===== config.mk =====
export PLATFORM = sky130hd
export DESIGN_NAME = regfile_requester_flat
export DESIGN_NICKNAME = d
export VERILOG_FILES = /design/src/rtl/regfile_requester_if.sv /design/src/rtl/regfile_requester.sv /design/src/flat_wrapper.sv
export SDC_FILE = /design/constraint.sdc
export NUM_CORES = 1
export LEC_CHECK = 0
export CAP_MARGIN = 20
export CORE_AREA = 3 3 141 143
export DETAILED_ROUTE_END_ITERATION = 8
export DIE_AREA = 0 0 144 146
export PLACE_DENSITY_LB_ADDON = 0.2
export SYNTH_ARGS = -nofsm -noshare
export SYNTH_HDL_FRONTEND = slang
export SYNTH_SLANG_ARGS = --single-unit

===== constraint.sdc =====
create_clock -name clk -period 9.2 [get_ports clk]
set_input_delay 0.92 -clock clk [delete_from_list [all_inputs] [get_ports clk]]
set_output_delay 0.92 -clock clk [all_outputs]
set_load 0.1 [all_outputs]

===== src/rtl/regfile_requester_if.sv =====
// Client-side handshake bundle for regfile_requester: command channel,
// init request/status, and read-response channel.
interface regfile_requester_if #(
  parameter int AW = 5,
  parameter int DW = 32
);
  logic          cmd_valid;
  logic          cmd_ready;
  logic          cmd_op;
  logic [AW-1:0] cmd_addr0;
  logic [AW-1:0] cmd_addr1;
  logic [DW-1:0] cmd_data0;
  logic [DW-1:0] cmd_data1;
  logic          init_start;
  logic          init_busy;
  logic          rsp_valid;
  logic          rsp_ready;
  logic [DW-1:0] rsp_data0;
  logic [DW-1:0] rsp_data1;

  // Client side: issues commands and consumes responses.
  modport master (
    output cmd_valid, cmd_op, cmd_addr0, cmd_addr1, cmd_data0, cmd_data1,
    output init_start, rsp_ready,
    input  cmd_ready, init_busy, rsp_valid, rsp_data0, rsp_data1
  );

  // Sequencer side: accepts commands and produces responses.
  modport slave (
    input  cmd_valid, cmd_op, cmd_addr0, cmd_addr1, cmd_data0, cmd_data1,
    input  init_start, rsp_ready,
    output cmd_ready, init_busy, rsp_valid, rsp_data0, rsp_data1
  );
endinterface


===== src/rtl/regfile_requester.sv =====
// Initiator-side sequencer for a 2^AW-entry register file with two write
// ports (a/b) and two synchronous read ports (c/d). Executes write-pair and
// read-pair commands and a bulk-initialise walk. All register-file outputs
// are registered and loaded on the edge that enters the state using them,
// so they are valid for the whole WR/RD/INIT cycle.
module regfile_requester #(
  parameter int            AW       = 5,
  parameter int            DW       = 32,
  parameter logic [DW-1:0] INIT_VAL = {DW{1'b0}}
) (
  input  logic          clk,
  input  logic          reset,
  regfile_requester_if.slave bus,
  output logic [AW-1:0] rf_add_a,
  output logic [AW-1:0] rf_add_b,
  output logic [AW-1:0] rf_add_c,
  output logic [AW-1:0] rf_add_d,
  output logic [DW-1:0] rf_din_a,
  output logic [DW-1:0] rf_din_b,
  output logic [DW-1:0] rf_din_c,
  output logic [DW-1:0] rf_din_d,
  output logic          rf_we,
  input  logic [DW-1:0] rf_dout_a,
  input  logic [DW-1:0] rf_dout_b
);

  typedef enum logic [2:0] {
    IDLE = 3'd0,
    WR   = 3'd1,
    RD   = 3'd2,
    CAP  = 3'd3,
    RESP = 3'd4,
    INIT = 3'd5
  } state_t;

  // Last even address of the init walk; the pair (CNT_LAST, CNT_LAST+1) ends it.
  localparam logic [AW-1:0] CNT_LAST = AW'((2 ** AW) - 2);

  state_t        state_q, state_d;
  logic [AW-1:0] cnt_q, cnt_d;
  logic [AW-1:0] add_a_q, add_a_d, add_b_q, add_b_d;
  logic [AW-1:0] add_c_q, add_c_d, add_d_q, add_d_d;
  logic [DW-1:0] din_a_q, din_a_d, din_b_q, din_b_d;
  logic          we_q, we_d;
  logic          busy_q, busy_d;
  logic          rsp_valid_q, rsp_valid_d;
  logic [DW-1:0] rsp_data0_q, rsp_data0_d, rsp_data1_q, rsp_data1_d;
  logic          same_addr_s;

  assign same_addr_s = (bus.cmd_addr0 == bus.cmd_addr1);

  // Next-state and next-output computation for the sequencer FSM.
  always_comb begin
    state_d     = state_q;
    cnt_d       = cnt_q;
    add_a_d     = add_a_q;
    add_b_d     = add_b_q;
    add_c_d     = add_c_q;
    add_d_d     = add_d_q;
    din_a_d     = din_a_q;
    din_b_d     = din_b_q;
    we_d        = 1'b0;
    busy_d      = busy_q;
    rsp_valid_d = rsp_valid_q;
    rsp_data0_d = rsp_data0_q;
    rsp_data1_d = rsp_data1_q;
    case (state_q)
      IDLE: begin
        if (bus.init_start) begin
          // Init wins over a simultaneous command; the command stays pending.
          state_d = INIT;
          cnt_d   = {AW{1'b0}};
          add_a_d = {AW{1'b0}};
          add_b_d = AW'(1);
          din_a_d = INIT_VAL;
          din_b_d = INIT_VAL;
          we_d    = 1'b1;
          busy_d  = 1'b1;
        end else if (bus.cmd_valid) begin
          if (bus.cmd_op) begin
            // Same-address pair: drive both ports with addr1/data1 so the
            // result does not depend on the file's port priority.
            state_d = WR;
            add_a_d = same_addr_s ? bus.cmd_addr1 : bus.cmd_addr0;
            din_a_d = same_addr_s ? bus.cmd_data1 : bus.cmd_data0;
            add_b_d = bus.cmd_addr1;
            din_b_d = bus.cmd_data1;
            we_d    = 1'b1;
          end else begin
            state_d = RD;
            add_c_d = bus.cmd_addr0;
            add_d_d = bus.cmd_addr1;
          end
        end else begin
          state_d = IDLE;
        end
      end
      WR: begin
        state_d = IDLE;
      end
      RD: begin
        // Read addresses are on c/d this cycle; data arrives next cycle.
        state_d = CAP;
      end
      CAP: begin
        rsp_data0_d = rf_dout_a;
        rsp_data1_d = rf_dout_b;
        rsp_valid_d = 1'b1;
        state_d     = RESP;
      end
      RESP: begin
        if (bus.rsp_ready) begin
          rsp_valid_d = 1'b0;
          state_d     = IDLE;
        end else begin
          state_d = RESP;
        end
      end
      INIT: begin
        if (cnt_q == CNT_LAST) begin
          busy_d  = 1'b0;
          state_d = IDLE;
        end else begin
          cnt_d   = cnt_q + AW'(2);
          add_a_d = cnt_q + AW'(2);
          add_b_d = cnt_q + AW'(3);
          we_d    = 1'b1;
        end
      end
      default: begin
        state_d = IDLE;
      end
    endcase
  end

  // State and registered-output flops; reset abandons any operation.
  always_ff @(posedge clk or posedge reset) begin
    if (reset) begin
      state_q     <= IDLE;
      cnt_q       <= {AW{1'b0}};
      add_a_q     <= {AW{1'b0}};
      add_b_q     <= {AW{1'b0}};
      add_c_q     <= {AW{1'b0}};
      add_d_q     <= {AW{1'b0}};
      din_a_q     <= {DW{1'b0}};
      din_b_q     <= {DW{1'b0}};
      we_q        <= 1'b0;
      busy_q      <= 1'b0;
      rsp_valid_q <= 1'b0;
      rsp_data0_q <= {DW{1'b0}};
      rsp_data1_q <= {DW{1'b0}};
    end else begin
      state_q     <= state_d;
      cnt_q       <= cnt_d;
      add_a_q     <= add_a_d;
      add_b_q     <= add_b_d;
      add_c_q     <= add_c_d;
      add_d_q     <= add_d_d;
      din_a_q     <= din_a_d;
      din_b_q     <= din_b_d;
      we_q        <= we_d;
      busy_q      <= busy_d;
      rsp_valid_q <= rsp_valid_d;
      rsp_data0_q <= rsp_data0_d;
      rsp_data1_q <= rsp_data1_d;
    end
  end

  assign bus.cmd_ready = (state_q == IDLE) && !bus.init_start;
  assign bus.init_busy = busy_q;
  assign bus.rsp_valid = rsp_valid_q;
  assign bus.rsp_data0 = rsp_data0_q;
  assign bus.rsp_data1 = rsp_data1_q;

  assign rf_add_a = add_a_q;
  assign rf_add_b = add_b_q;
  assign rf_add_c = add_c_q;
  assign rf_add_d = add_d_q;
  assign rf_din_a = din_a_q;
  assign rf_din_b = din_b_q;
  assign rf_din_c = {DW{1'b0}};
  assign rf_din_d = {DW{1'b0}};
  assign rf_we    = we_q;

endmodule


===== src/flat_wrapper.sv =====
// flat-port wrapper written by rule: the top's interface ports become plain ports
module regfile_requester_flat 
#(
  parameter int            AW       = 5,
  parameter int            DW       = 32,
  parameter logic [DW-1:0] INIT_VAL = {DW{1'b0}}
)
  (clk, reset, rf_add_a, rf_add_b, rf_add_c, rf_add_d, rf_din_a, rf_din_b, rf_din_c, rf_din_d, rf_we, rf_dout_a, rf_dout_b, bus_cmd_valid, bus_cmd_op, bus_cmd_addr0, bus_cmd_addr1, bus_cmd_data0, bus_cmd_data1, bus_init_start, bus_rsp_ready, bus_cmd_ready, bus_init_busy, bus_rsp_valid, bus_rsp_data0, bus_rsp_data1);
  regfile_requester_if #(.AW(AW), .DW(DW)) bus_i ();
  input  logic clk;
  input  logic reset;
  output logic [AW-1:0] rf_add_a;
  output logic [AW-1:0] rf_add_b;
  output logic [AW-1:0] rf_add_c;
  output logic [AW-1:0] rf_add_d;
  output logic [DW-1:0] rf_din_a;
  output logic [DW-1:0] rf_din_b;
  output logic [DW-1:0] rf_din_c;
  output logic [DW-1:0] rf_din_d;
  output logic rf_we;
  input  logic [DW-1:0] rf_dout_a;
  input  logic [DW-1:0] rf_dout_b;
  input wire logic [$bits(bus_i.cmd_valid)-1:0] bus_cmd_valid;
  input wire logic [$bits(bus_i.cmd_op)-1:0] bus_cmd_op;
  input wire logic [$bits(bus_i.cmd_addr0)-1:0] bus_cmd_addr0;
  input wire logic [$bits(bus_i.cmd_addr1)-1:0] bus_cmd_addr1;
  input wire logic [$bits(bus_i.cmd_data0)-1:0] bus_cmd_data0;
  input wire logic [$bits(bus_i.cmd_data1)-1:0] bus_cmd_data1;
  input wire logic [$bits(bus_i.init_start)-1:0] bus_init_start;
  input wire logic [$bits(bus_i.rsp_ready)-1:0] bus_rsp_ready;
  output wire logic [$bits(bus_i.cmd_ready)-1:0] bus_cmd_ready;
  output wire logic [$bits(bus_i.init_busy)-1:0] bus_init_busy;
  output wire logic [$bits(bus_i.rsp_valid)-1:0] bus_rsp_valid;
  output wire logic [$bits(bus_i.rsp_data0)-1:0] bus_rsp_data0;
  output wire logic [$bits(bus_i.rsp_data1)-1:0] bus_rsp_data1;
  assign bus_i.cmd_valid = bus_cmd_valid;
  assign bus_i.cmd_op = bus_cmd_op;
  assign bus_i.cmd_addr0 = bus_cmd_addr0;
  assign bus_i.cmd_addr1 = bus_cmd_addr1;
  assign bus_i.cmd_data0 = bus_cmd_data0;
  assign bus_i.cmd_data1 = bus_cmd_data1;
  assign bus_i.init_start = bus_init_start;
  assign bus_i.rsp_ready = bus_rsp_ready;
  assign bus_cmd_ready = bus_i.cmd_ready;
  assign bus_init_busy = bus_i.init_busy;
  assign bus_rsp_valid = bus_i.rsp_valid;
  assign bus_rsp_data0 = bus_i.rsp_data0;
  assign bus_rsp_data1 = bus_i.rsp_data1;
  regfile_requester #(.AW(AW), .DW(DW), .INIT_VAL(INIT_VAL)) u_core (.clk(clk), .reset(reset), .bus(bus_i), .rf_add_a(rf_add_a), .rf_add_b(rf_add_b), .rf_add_c(rf_add_c), .rf_add_d(rf_add_d), .rf_din_a(rf_din_a), .rf_din_b(rf_din_b), .rf_din_c(rf_din_c), .rf_din_d(rf_din_d), .rf_we(rf_we), .rf_dout_a(rf_dout_a), .rf_dout_b(rf_dout_b));
endmodule

==> flow_summary.ini <==
[outcome]
outcome = finished, final reports clean

[synth]
synth_xor_area_share_pct = 0.752
netlist_area_mm2 = 0.00699
yosys_warnings = 0
muxShareOfSynthArea_pct = 13.0
yosysSeqAreaShare_pct = 56.6
synth_area_leader_cell = dfrtp_1
synth_top_area_share_pct = 56.6
synth_compound_area_share_pct = 9.85
synthSimpleGateAreaFrac_pct = 9.44
synth_top_family_by_area = multiplexers
syn_inst = 605
synthAdderAreaFrac_pct = 0.179
synth.avg_cell_area_um2 = 11.6
synthTopCellsByArea = dfrtp_1 (57%), mux2_2 (10%), nand2_1 (7.4%), buf_4 (7.2%), o211ai_1 (6.9%)
yosysUniqueCellTypes = 43
ys_ff_latch = 158

[global_route]
grt_use_total_pct = 18.5
grt_pass1_vias = 5338
overflow = 0
grt_max_degree = 99
grt_pass1_wl_mm = 30.5
grt_use_met3_pct = 3.71
antenna_found_initial = 0
grt_util_met1_pct = 23.0
use_met2_pct = 31.8
grt_most_used_layer = met2

[placed_design]
portBuffers = 295
gp_congestion = 0.793
place_inst = 1104
placed_area_mm2 = 0.00986
hpwl_mm = 13.9

[sta]
setup_viol = 0
hold_viol_final = 0
finClkSkew_ps = 11.7
period_share_pct = 45.9
period_minus_slack_ps = 4220
worst_pin_slew_ps = 1050
slew_violations = 0
timing.slew.headroom_pct = 30.1
fin_tns_setup_ps = 0
grt_setup_unrepaired = no
max_freq_mhz = 237

[final_layout]
n_fill_cell = 1644
drive_gt1_share_pct = 13.5
design_area_mm2 = 0.0104
layout.nets = 1034
layout_commonest_cell = clkdlybuf4s50_1
syn_to_final_growth_pct = 49.1
final_cell_mix = clkdlybuf4s50_1 (295), dfrtp_1 (158), nand2_1 (137), mux2_2 (65)
fin_cells = 1136
n_antenna_cell = 0

[hold_path]
min_to = u_core.rf_din_b[26]
min_path_type = flip-flop to flip-flop
hold_depth = 2
hold_start = u_core.rf_din_b[26]

[clocking]
clkSlewWorstSetupHoldPaths_ps = 60
htree_levels = 4
clockBufferDepth = 2
cts-resized-gates = 0
numCtsBuffers = 17
hold_buffers = 0
post-cts-setup-buffers = 0
clock_latency_ps = 410
clockRootBuffer = clkbuf_16
cts_sinks = 158
cts_tree = done

[route]
ant_nets = 0
routedWlPerCell_um = 17.3
vias = 5391
vias_per_cell = 4.75
routed_wirelength_mm = 19.7
route.detailed.drc = 0
firstDrtPassIters = 4
first_iter_violations = 322

[flow_run]
drv_cap = 0

[setup_path]
rrSetupSlack_ps = 6760
rr_startpoint = u_core.state_q[0]
startpoint_type = primary input
worstRegToRegCells = 6
crit_type = primary input to output port
crit_fanout = 8
crit_arrival_ps = 3300
end_kind = output port
cp.required_ps = 8280
worst_r2r_endpoint = u_core.rf_add_b[1]

[floorplan]
die_x_um = 144
die_height_um = 146
start_util_pct = 37.4
rows = 50
dieArea_mm2 = 0.0210
io_pins = 360
design.core.area_mm2 = 0.0187
per-stage QoR:
stage               utilization, %  setup slack [ps]  hold WS (ps)
floorplan                        -              4020           521
global placement              52.7              5020           448
detailed placement            52.7              4990           455
CTS                           55.7              4980           469
global route                  55.7              4910           494
finish                        55.7              4980           465
kinds of logic after synthesis:
group,Yosys count
buffers and inverters,108
AND/OR/NAND/NOR,158
other,1
multiplexers,78
AO/OA/AOI/OAI,95
adder cells (fa/ha/maj),1
flip-flops,158
XOR/XNOR,6
area by class of cell:
class / count / area, µm² / share of cell area [%]
Inverter: 9 / 40.0 / 0.384
Clock buffer: 18 / 439 / 4.21
Sequential cell: 158 / 3950 / 37.9
Tap cell: 234 / 293 / 2.81
Timing Repair Buffer: 301 / 3000 / 28.8
Multi-Input combinational cell: 402 / 2570 / 24.7
Clock inverter: 14 / 124 / 1.19
cell usage after synthesis (all sizes together):
master,n
conb,1
clkinv,1
and2,1
o31ai,3
and3,2
a22o,1
nand2b,1
mux2,76
a41oi,1
mux2i,2
o22a,1
a21oi,8
or4,1
nor2,5
buf,82
nor4,1
clkbuf,17
a31oi,2
or2,1
nand3,4
inv,8
nand4,1
a21o,1
nor3b,1
xnor2,6
nand2,137
a2bb2oi,2
o21ai,7
dfrtp,158
o2bb2ai,2
a31o,1
a221o,2
and3b,1
o211ai,64
ha,1
nand3b,2
how the worst max path moves through the flow:
stage,end,cells past startpoint,slack [ps],start
global route,bus_cmd_ready,4,4910,bus_init_start
CTS,bus_cmd_ready,4,4980,bus_init_start
detailed placement,bus_cmd_ready,4,4990,bus_init_start
finish,bus_cmd_ready,4,4980,bus_init_start
floorplan,u_core.bus.init_busy,1,4020,reset
global placement,bus_cmd_ready,4,5020,bus_init_start
sequential cells by signal, indices dropped and copies added, names as in the netlist:
| name | count |
|---|---|
| u_core.rf_add_a | 5 |
| u_core.rf_din_a | 32 |
| u_core.bus.rsp_valid | 1 |
| u_core.rf_we | 1 |
| u_core.bus.rsp_data0 | 32 |
| u_core.rf_add_c | 5 |
| u_core.state_q | 3 |
| u_core.rf_add_d | 5 |
| u_core.rf_din_b | 32 |
| u_core.bus.rsp_data1 | 32 |
| u_core.cnt_q | 4 |
| u_core.rf_add_b | 5 |
| u_core.bus.init_busy | 1 |
worst max-delay path, cell delays in order:
cell and delay, ps:
clkdlybuf4s50_1 550, or4_4 610, clkinv_2 90, clkdlybuf4s50_1 1130
layer usage:
metal  wire length (µm)  share of wire (%)
met2              10200                 52
met3               1090                5.5
met5                  0                  0
met4                537                2.7
met1               7880                 40
Power is not shown: default switching activity piles up to over one toggle a cycle in this logic, so the estimate is an artifact.
